===== config.mk =====
export PLATFORM = sky130hd
export DESIGN_NAME = led_reporter_flat
export DESIGN_NICKNAME = d
export VERILOG_FILES = /design/src/rtl/led_reporter_pkg.sv /design/src/rtl/led_reporter_if.sv /design/src/rtl/led_report_fmt.sv /design/src/rtl/led_reporter.sv /design/src/flat_wrapper.sv
export SDC_FILE = /design/constraint.sdc
export NUM_CORES = 1
export LEC_CHECK = 0
export ABC_AREA = 1
export CORE_ASPECT_RATIO = 1.2
export CORE_MARGIN = 1
export CORE_UTILIZATION = 30
export DETAILED_ROUTE_END_ITERATION = 16
export PLACE_DENSITY = 0.57
export SLEW_MARGIN = 20
export SYNTH_ARGS = -nofsm -noshare
export SYNTH_HDL_FRONTEND = slang
export SYNTH_SLANG_ARGS = --single-unit

===== constraint.sdc =====
create_clock -name clk -period 2.05 [get_ports clk]
set_input_delay 0.3075 -clock clk [delete_from_list [all_inputs] [get_ports clk]]
set_output_delay 0.3075 -clock clk [all_outputs]
set_load 0.005 [all_outputs]

===== src/rtl/led_reporter_pkg.sv =====
// Shared types, ASCII constants and message-geometry helpers for the LED state reporter.
package led_reporter_pkg;

  typedef enum logic [0:0] {
    ST_IDLE = 1'b0,
    ST_SEND = 1'b1
  } state_t;

  localparam logic [7:0] CHAR_0  = 8'h30;
  localparam logic [7:0] CHAR_1  = 8'h31;
  localparam logic [7:0] CHAR_CR = 8'h0D;
  localparam logic [7:0] CHAR_LF = 8'h0A;

  // Prefix byte, one char per LED, then CRLF or LF.
  function automatic int unsigned msg_len(input int unsigned num_leds, input bit use_crlf);
    return 32'd1 + num_leds + (use_crlf ? 32'd2 : 32'd1);
  endfunction

  function automatic int unsigned idx_width(input int unsigned len);
    return (len > 32'd1) ? 32'($clog2(len)) : 32'd1;
  endfunction

endpackage


===== src/rtl/led_reporter_if.sv =====
// Byte-stream valid/ready link from the reporter to the UART transmitter.
interface led_reporter_if;
  logic [7:0] tx_data;
  logic       tx_valid;
  logic       tx_ready;

  modport master (output tx_data, output tx_valid, input tx_ready);
  modport slave  (input tx_data, input tx_valid, output tx_ready);
endinterface


===== src/rtl/led_report_fmt.sv =====
// Maps a message byte index and LED snapshot to the ASCII byte sent at that position.
module led_report_fmt
  import led_reporter_pkg::*;
#(
  parameter int unsigned NUM_LEDS = 5,
  parameter logic [7:0]  PREFIX   = 8'h4C,
  parameter bit          USE_CRLF = 1'b1,
  parameter int unsigned IDX_W    = 3
) (
  input  logic [IDX_W-1:0]    idx,
  input  logic [0:NUM_LEDS-1] snap,
  output logic [7:0]          data_c
);

  // Trailing LF is the default; earlier positions override it.
  always_comb begin
    data_c = CHAR_LF;
    if (idx == '0) data_c = PREFIX;
    for (int i = 0; i < NUM_LEDS; i++) begin
      if (32'(idx) == 32'(i) + 32'd1) data_c = snap[i] ? CHAR_1 : CHAR_0;
    end
    if (USE_CRLF && (32'(idx) == NUM_LEDS + 32'd1)) data_c = CHAR_CR;
  end

endmodule


===== src/rtl/led_reporter.sv =====
// Reports LED state as "L<bits>\r\n" over a valid/ready byte stream on change or request.
module led_reporter
  import led_reporter_pkg::*;
#(
  parameter int unsigned NUM_LEDS    = 5,
  parameter logic [7:0]  PREFIX      = 8'h4C,
  parameter bit          AUTO_REPORT = 1'b1,
  parameter bit          USE_CRLF    = 1'b1
) (
  input  logic                clk,
  input  logic                reset,
  input  logic [0:NUM_LEDS-1] leds,
  input  logic                request,
  led_reporter_if.master      tx,
  output logic                busy
);

  localparam int unsigned    MSG_LEN  = msg_len(NUM_LEDS, USE_CRLF);
  localparam int unsigned    IDX_W    = idx_width(MSG_LEN);
  localparam logic [IDX_W-1:0] LAST_IDX = IDX_W'(MSG_LEN - 32'd1);

  state_t                state_q, state_d;
  logic [IDX_W-1:0]      idx_q, idx_d, idx_nxt_c;
  logic [0:NUM_LEDS-1]   snap_q, snap_d;
  logic [0:NUM_LEDS-1]   prev_q;
  logic                  prev_ok_q;
  logic                  pending_q, pending_d;
  logic                  tx_valid_q, tx_valid_d;
  logic [7:0]            tx_data_q, tx_data_d;
  logic [7:0]            fmt_data_c;
  logic                  trigger_c;

  // prev_ok_q masks the first edge after reset so release never looks like an LED change.
  assign trigger_c = request | (AUTO_REPORT & prev_ok_q & (leds != prev_q));
  assign idx_nxt_c = idx_q + IDX_W'(1);

  led_report_fmt #(
    .NUM_LEDS (NUM_LEDS),
    .PREFIX   (PREFIX),
    .USE_CRLF (USE_CRLF),
    .IDX_W    (IDX_W)
  ) u_fmt (
    .idx    (idx_nxt_c),
    .snap   (snap_q),
    .data_c (fmt_data_c)
  );

  always_ff @(posedge clk or negedge reset) begin
    if (!reset) begin
      state_q    <= ST_IDLE;
      idx_q      <= '0;
      snap_q     <= '0;
      prev_q     <= '0;
      prev_ok_q  <= 1'b0;
      pending_q  <= 1'b0;
      tx_valid_q <= 1'b0;
      tx_data_q  <= 8'h00;
    end else begin
      state_q    <= state_d;
      idx_q      <= idx_d;
      snap_q     <= snap_d;
      prev_q     <= leds;
      prev_ok_q  <= 1'b1;
      pending_q  <= pending_d;
      tx_valid_q <= tx_valid_d;
      tx_data_q  <= tx_data_d;
    end
  end

  // Next-state and next-output logic; the message is frozen in snap at start.
  always_comb begin
    state_d    = state_q;
    idx_d      = idx_q;
    snap_d     = snap_q;
    pending_d  = pending_q;
    tx_valid_d = tx_valid_q;
    tx_data_d  = tx_data_q;
    case (state_q)
      ST_IDLE: begin
        if (trigger_c || pending_q) begin
          snap_d     = leds;
          idx_d      = '0;
          pending_d  = 1'b0;
          tx_valid_d = 1'b1;
          tx_data_d  = PREFIX;
          state_d    = ST_SEND;
        end
      end
      ST_SEND: begin
        if (trigger_c) pending_d = 1'b1;
        if (tx_valid_q && tx.tx_ready) begin
          if (idx_q == LAST_IDX) begin
            tx_valid_d = 1'b0;
            state_d    = ST_IDLE;
          end else begin
            idx_d     = idx_nxt_c;
            tx_data_d = fmt_data_c;
          end
        end
      end
      default: state_d = ST_IDLE;
    endcase
  end

  assign tx.tx_valid = tx_valid_q;
  assign tx.tx_data  = tx_data_q;
  assign busy        = (state_q == ST_SEND);

endmodule


===== src/flat_wrapper.sv =====
// flat-port wrapper written by rule: the top's interface ports become plain ports
module led_reporter_flat import led_reporter_pkg::*;
#(
  parameter int unsigned NUM_LEDS    = 5,
  parameter logic [7:0]  PREFIX      = 8'h4C,
  parameter bit          AUTO_REPORT = 1'b1,
  parameter bit          USE_CRLF    = 1'b1
)
  (clk, reset, leds, request, busy, tx_tx_data, tx_tx_valid, tx_tx_ready);
  led_reporter_if tx_i ();
  input  logic clk;
  input  logic reset;
  input  logic [0:NUM_LEDS-1] leds;
  input  logic request;
  output logic busy;
  output wire logic [$bits(tx_i.tx_data)-1:0] tx_tx_data;
  output wire logic [$bits(tx_i.tx_valid)-1:0] tx_tx_valid;
  input wire logic [$bits(tx_i.tx_ready)-1:0] tx_tx_ready;
  assign tx_tx_data = tx_i.tx_data;
  assign tx_tx_valid = tx_i.tx_valid;
  assign tx_i.tx_ready = tx_tx_ready;
  led_reporter #(.NUM_LEDS(NUM_LEDS), .PREFIX(PREFIX), .AUTO_REPORT(AUTO_REPORT), .USE_CRLF(USE_CRLF)) u_core (.clk(clk), .reset(reset), .leds(leds), .request(request), .tx(tx_i), .busy(busy));
endmodule

# [Word-level counts from Yosys, hierarchy flattened]
# Cells that the tools add are included.
[totals] register_bits=25 out_inout_bits=10 wordCells=63 in_bits=9
[classes] n_reduce_logical=7 bitwise=3 n_addsub=1 muxes=31 n_eq_ne=13
[ops] operator="$mux W8" n=8
[ops] operator="$pmux W8 S2" n=1
[ops] operator="$mux W7" n=2
[ops] operator="$mux W1" n=13
[ops] operator="$eq A3 B3 Y1 const B" n=4
[ops] operator="$mux W3" n=3
[ops] operator="$ne A2 B2 Y1 const B" n=4
[ops] operator="$eq A3 B2 Y1 const B" n=2
[ops] operator="$pmux W1 S2" n=3
[ops] operator="$pmux W3 S2" n=1
[ops] operator="$reduce_and A3 Y1" n=2
[ops] operator="$ne A5 B5 Y1" n=1
[ops] operator="$reduce_and A2 Y1" n=2
[ops] operator="$add A3 B1 Y3 const B" n=1
[ops] operator="$eq A3 B1 Y1 const B" n=1
[ops] operator="$logic_not A3 Y1" n=1
[ops] operator="$ne A2 B1 Y1 const B" n=1
[ops] operator="$and A1 B1 Y1" n=1
[ops] operator="$logic_and A1 B1 Y1" n=1
[ops] operator="$logic_or A1 B1 Y1" n=1
[ops] operator="$not A1 Y1" n=1
[ops] operator="$or A1 B1 Y1" n=1

# [Longest topological paths before layout]
[logic_depth] depth_word=12 depth_mapped=12 depth_no_buf=12

# [Modules after synthesis]
# Synthesis repeated with hierarchy kept, for this count alone.
[unflattened] hier_cells=148 area_unflattened_um2=1277.5
[modules_own_cells] mod="led_reporter" seq_area_each_um2=625.6 n_inst=1 cells_per_inst=121 area_per_inst_um2=1154.9
[modules_own_cells] mod="led_report_fmt" seq_area_each_um2=0.0 n_inst=1 cells_per_inst=27 area_per_inst_um2=122.6

# [Worst setup path before layout]
# OpenSTA, ideal clock, no wires.
[synth_path] path_kind="register to register" from="register u_core.idx_q[0]" to="register u_core.tx_data_q[5], in the netlist u_core.tx.tx_data[5]" required_time_ns=1.933 setup_time_ns=0.117 path_buffers=1 t_arrival_ns=1.621 path_stages_with_launch=12 synth_period_minus_slack_ns=1.738 slack_ns=0.312 path_cell_list="dfrtp_1 -> ha_1 -> ha_1 -> buf_6 -> inv_4 -> nand2_4 -> o21ai_2 -> or2_4 -> nor2_2 -> nor2_1 -> nand3_1 -> nand2_1"
[synth_via] elab_chain_len=11 word_cells_on_any_way=19 cone_classes="1 x add/sub; 8 x eq/ne; 9 x mux; 1 x reduce/logical"
[synth_lines] item="start, declared" line="led_reporter.sv:23" text="logic [IDX_W-1:0] idx_q, idx_d, idx_nxt_c;"
[synth_lines] item="start signal, assigned" line="led_reporter.sv:60" text="idx_q <= idx_d;"
[synth_lines] item="$add A3 B1 Y3" line="led_reporter.sv:35" text="assign idx_nxt_c = idx_q + IDX_W'(1);"
[synth_lines] item="$eq A3 B1 Y1" line="led_report_fmt.sv:20" text="if (32'(idx) == 32'(i) + 32'd1) data_c = snap[i] ? CHAR_1 : CHAR_0;"
[synth_lines] item="$mux W7" line="led_report_fmt.sv:20"
[synth_lines] item="$mux W8 (4 in a row)" line="led_report_fmt.sv:20"
[synth_lines] item="$mux W8" line="led_report_fmt.sv:22" text="if (USE_CRLF && (32'(idx) == NUM_LEDS + 32'd1)) data_c = CHAR_CR;"
[synth_lines] item="$mux W8" line="led_reporter.sv:92" text="if (idx_q == LAST_IDX) begin"
[synth_lines] item="$mux W8" line="led_reporter.sv:91" text="if (tx_valid_q && tx.tx_ready) begin"
[synth_lines] item="$pmux W8 S2" line="led_reporter.sv:78" text="case (state_q)"
[synth_lines] item="end signal, assigned" line="led_reporter.sv:66" text="tx_data_q <= tx_data_d;"
[synth_lines] item="end, declared" line="led_reporter.sv:29" text="logic [7:0] tx_data_q, tx_data_d;"
# Parallel ways exist; a longest one is shown, timed or not. The select of a mux whose other input is x is not followed.
# A chain may end at the register's enable or synchronous reset.

# [Worst setup path in the final report]
# Same ends and word-level chain as after synthesis.

==> results <==
- The final wirelength is 2150 um.
- After detailed routing, the average wire length per cell comes to 9.89 um.
- The overall track demand over capacity in global routing is 0.117.
- TritonCTS built the clock tree.
- By area the synthesized netlist is led by sky130_fd_sc_hd__dfrtp_1 (48%), sky130_fd_sc_hd__nand2_1 (17%), sky130_fd_sc_hd__ha_1 (6.2%).
- After routing, the total negative slack on setup checks comes to 0 ps.
- The slew at the pin closest to its max-slew limit is 519 ps.
- The net count of the finished layout is 181.
- The number of placement rows is 24.
- The worst setup path is captured at a flip-flop.
- The floorplan step set the die width to 59.9 um.
- The core area is 0.00375 sq mm.
- The highest achievable clock rate is 0.529 GHz.
- The count of buffers inserted at the top-level ports is 17.
- The critical path's largest stage delay is 450 ps.
- Counting flops with a built-in enable in the synthesized netlist gives 0.
- The tightest slew margin relative to the limit is 0.652.
- The final worst-path cycle share is 0.923.
- The largest individual stage delay along the critical path comes from the cell sky130_fd_sc_hd__dfrtp_1.
- Of the post-synthesis cell area, the dominant cell type holds 0.477.
- After clock tree synthesis, the clock-pin slew on the worst setup and hold paths is 80 ps.
- The fraction of layout instances using a drive strength above 1 is 0.115.
- The number of buffers created by CTS is 3.
- For this configuration, the core starts out at a cell density of 0.321.
- The clock net sink count is 23.
- After global routing the overflow that remains totals 0.
- The area growth from synthesis to final layout is 21.9%.
- The worst setup path is launched from a flip-flop.
- The hold violation total from the final report was 0.
- For this block, the via count after detailed routing is 947.
- The clock tree skew after final layout is 0.849 ps.
- For this run, the leading register cell type out of synthesis is sky130_fd_sc_hd__dfrtp_1.
- The synthesized netlist net count is 161.
- 0 antenna diodes ended up in the layout.
- Walking the worst path, the cells encountered are ha_1 -> ha_2 -> inv_4 -> nand2_4 -> o21ai_2 -> or2_4 -> nor2_2 -> nor2_1 -> nand3_1 -> nand2_1.
- The number of setup violations in the final report is 0.
- The data arrival time of the worst path is 2050 ps.
- Counting distinct cell types in the post-synthesis netlist gives 24.
- In this run the number of H-tree levels came out at 1.
- The largest vdd supply drop is 0.000404 V.
- The first global-routing pass estimated 3910 um of wire.
- After the first detailed-routing iteration, the DRC count stood at 22.
- The areal power density over the cells is 1280 mW/mm^2.
- Setup repair after global routing left no endpoint under its margin.
- CTS placed an instance of sky130_fd_sc_hd__clkbuf_8 at the clock tree root.
- The commonest cells after synthesis are sky130_fd_sc_hd__nand2_1 (56), sky130_fd_sc_hd__dfrtp_1 (23), sky130_fd_sc_hd__nand3_1 (14), sky130_fd_sc_hd__inv_1 (12), sky130_fd_sc_hd__nor2_1 (7).
- The clock latency of the later-clocked register in the worst-skew pair is 260 ps.
- The synthesized area per cell is 8.26 sq um.
- The number of search-and-repair iterations in the first detailed-routing pass is 4.
- The flow ran to the end, and the final reports show no timing, DRC or antenna violations.
- The number of max-slew violations in the final report is 0.
- The number of buffers on the longest clock path is 2.
- The die is 71.5 um tall.
- The post-synthesis async set-or-reset flop share is 1.00.
- The classification of the worst-slack hold path is in2async.
- Entering global routing, the biggest net connects 24 pins.
- The number of global-route vias before repair is 985.
- The peak fanout along the critical path is 9.
- Synthesis produced 146 cells.
- The cell taking the most area after synthesis is sky130_fd_sc_hd__dfrtp_1.
- The share of synthesized area occupied by flip-flops and latches is 0.477.
- The die covers 0.00428 sq mm.
- The total number of yosys warnings is 0.
- The number of top-level design ports is 19.
- The initial antenna violation count is 0.
- The total setup buffers inserted after CTS is 0.
- The post-detailed-route DRC marker count is 0.
- The cell count of the worst reg-to-reg path is 10.
- The worst hold margin is 395 ps.
- The netlist area before placement is 0.00121 sq mm.
- For this design the static power due to leakage is 0.752 nW.
- The synthesized design contains 23 register bits.
- sky130_fd_sc_hd__nand2_1 is the most common cell in the netlist.
- The setup path with the least slack is of type reg2reg.
- Once detail routing completed, the nets flagged for antenna violations numbered 0.
- The HPWL after detailed placement is 1730 um.
- The number of maximum-capacitance constraint violations is 0.
- The required time of the critical path is 2210 ps.
- For the finished layout, the period the worst path requires is 1890 ps.
- In the routed layout, each cell is associated on average with a via count of 4.36.
- The congestion estimate from routability-driven global placement came to 0.823.
[final cells by class]
class                           count  area, sq um
Multi-Input combinational cell    105          548
Fill cell                         404         2280
Sequential cell                    23          576
Inverter                           15         58.8
Tap cell                           52         65.1
Clock buffer                        4         45.0
Timing Repair Buffer               18          178
[kinds of logic after synthesis]
| logic type | Yosys count | synth area share |
|---|---|---|
| AND/OR/NAND/NOR | 88 | 0.337 |
| flip-flops | 23 | 0.477 |
| buffers and inverters | 18 | 0.0705 |
| AO/OA/AOI/OAI | 8 | 0.0394 |
| adder cells (fa/ha/maj) | 6 | 0.0622 |
| other | 2 | 0.00623 |
| XOR/XNOR | 1 | 0.00726 |
[per-layer routing]
| layer | wire [um] | track usage | vias up |
|---|---|---|---|
| met5 | 0 | 0 | - |
| met4 | 0 | 0.0336 | 0 |
| met3 | 69 | 0.0235 | 0 |
| met2 | 1160 | 0.217 | 19 |
| met1 | 915 | 0.130 | 442 |
| li1 | - | - | 486 |
[sequential cells by signal (all words and copies together) (netlist names)]
| signal | cells |
|---|---|
| u_core.tx.tx_data | 6 |
| u_core.prev_q | 5 |
| u_core.snap_q | 5 |
| u_core.idx_q | 3 |
| u_core.busy | 1 |
| u_core.pending_q | 1 |
| u_core.prev_ok_q | 1 |
| u_core.tx.tx_valid | 1 |
[per-stage QoR]
| step | utilization | total power, mW | worst slack, ps | cell area, sq um | instances |
|---|---|---|---|---|---|
| 4_1_cts | 0.391 | 1.90 | 80.6 | 1470 | 217 |
| 3_3_place_gp | 0.379 | 1.58 | 168 | 1420 | 213 |
| 5_1_grt | 0.392 | 2.05 | 41.9 | 1470 | 217 |
| 2_1_floorplan | - | 1.36 | 312 | 1210 | 146 |
| 3_5_place_dp | 0.379 | 1.61 | 103 | 1420 | 213 |
| 6_report | 0.392 | 1.88 | 158 | 1470 | 217 |
[critical path, delay by kind of cell (launching register included)]
kind	cells	cell delay (ps)
AOI/OAI and AO/OA	1	60
adders and majority gates	2	680
DFF	1	450
and+or+nand+nor	6	550
buffers and inverters	1	70
[worst paths after layout]
| check | slack [ps] | endpoint | from |
|---|---|---|---|
| worst min register to register | 470 | u_core.tx.tx_data[6]$_DFFE_PN0P_ | u_core.tx.tx_data[6]$_DFFE_PN0P_ |
| min in group clk | 470 | u_core.tx.tx_data[6]$_DFFE_PN0P_ | u_core.tx.tx_data[6]$_DFFE_PN0P_ |
| worst max register to register | 160 | u_core.tx.tx_data[5]$_DFFE_PN0P_ | u_core.idx_q[0]$_DFFE_PN0P_ |
| worst min-delay path | 400 | u_core.idx_q[2]$_DFFE_PN0P_ | reset |
| max in group asynchronous | 1430 | u_core.tx.tx_valid$_DFFE_PN0P_ | reset |
| worst max-delay path | 160 | u_core.tx.tx_data[5]$_DFFE_PN0P_ | u_core.idx_q[0]$_DFFE_PN0P_ |
[cell usage in the layout, fill, tap and decap left out, drive strengths merged]
| master | count |
|---|---|
| nand3 | 16 |
| inv | 15 |
| a21oi | 1 |
| buf | 1 |
| clkbuf | 4 |
| xnor2 | 1 |
| nand2 | 61 |
| dfrtp | 23 |
| clkdlybuf4s50 | 17 |
| or2 | 1 |
| conb | 2 |
| nor4 | 1 |
| ha | 6 |
| nor2 | 8 |
| o21ai | 7 |
| nor3 | 1 |
[report_power, final]
| group | internal, mW | total (mW) | switching (mW) |
|---|---|---|---|
| registers | 0.599 | 0.703 | 0.104 |
| logic | 0.413 | 0.900 | 0.487 |
| clock network | 0.138 | 0.277 | 0.139 |
[timing repair]
item	in CTS	in global routing
setup endpoints to repair	0	3
hold buffers	0	0
gates resized for setup	0	1
Power figures use the tool's default switching activity.
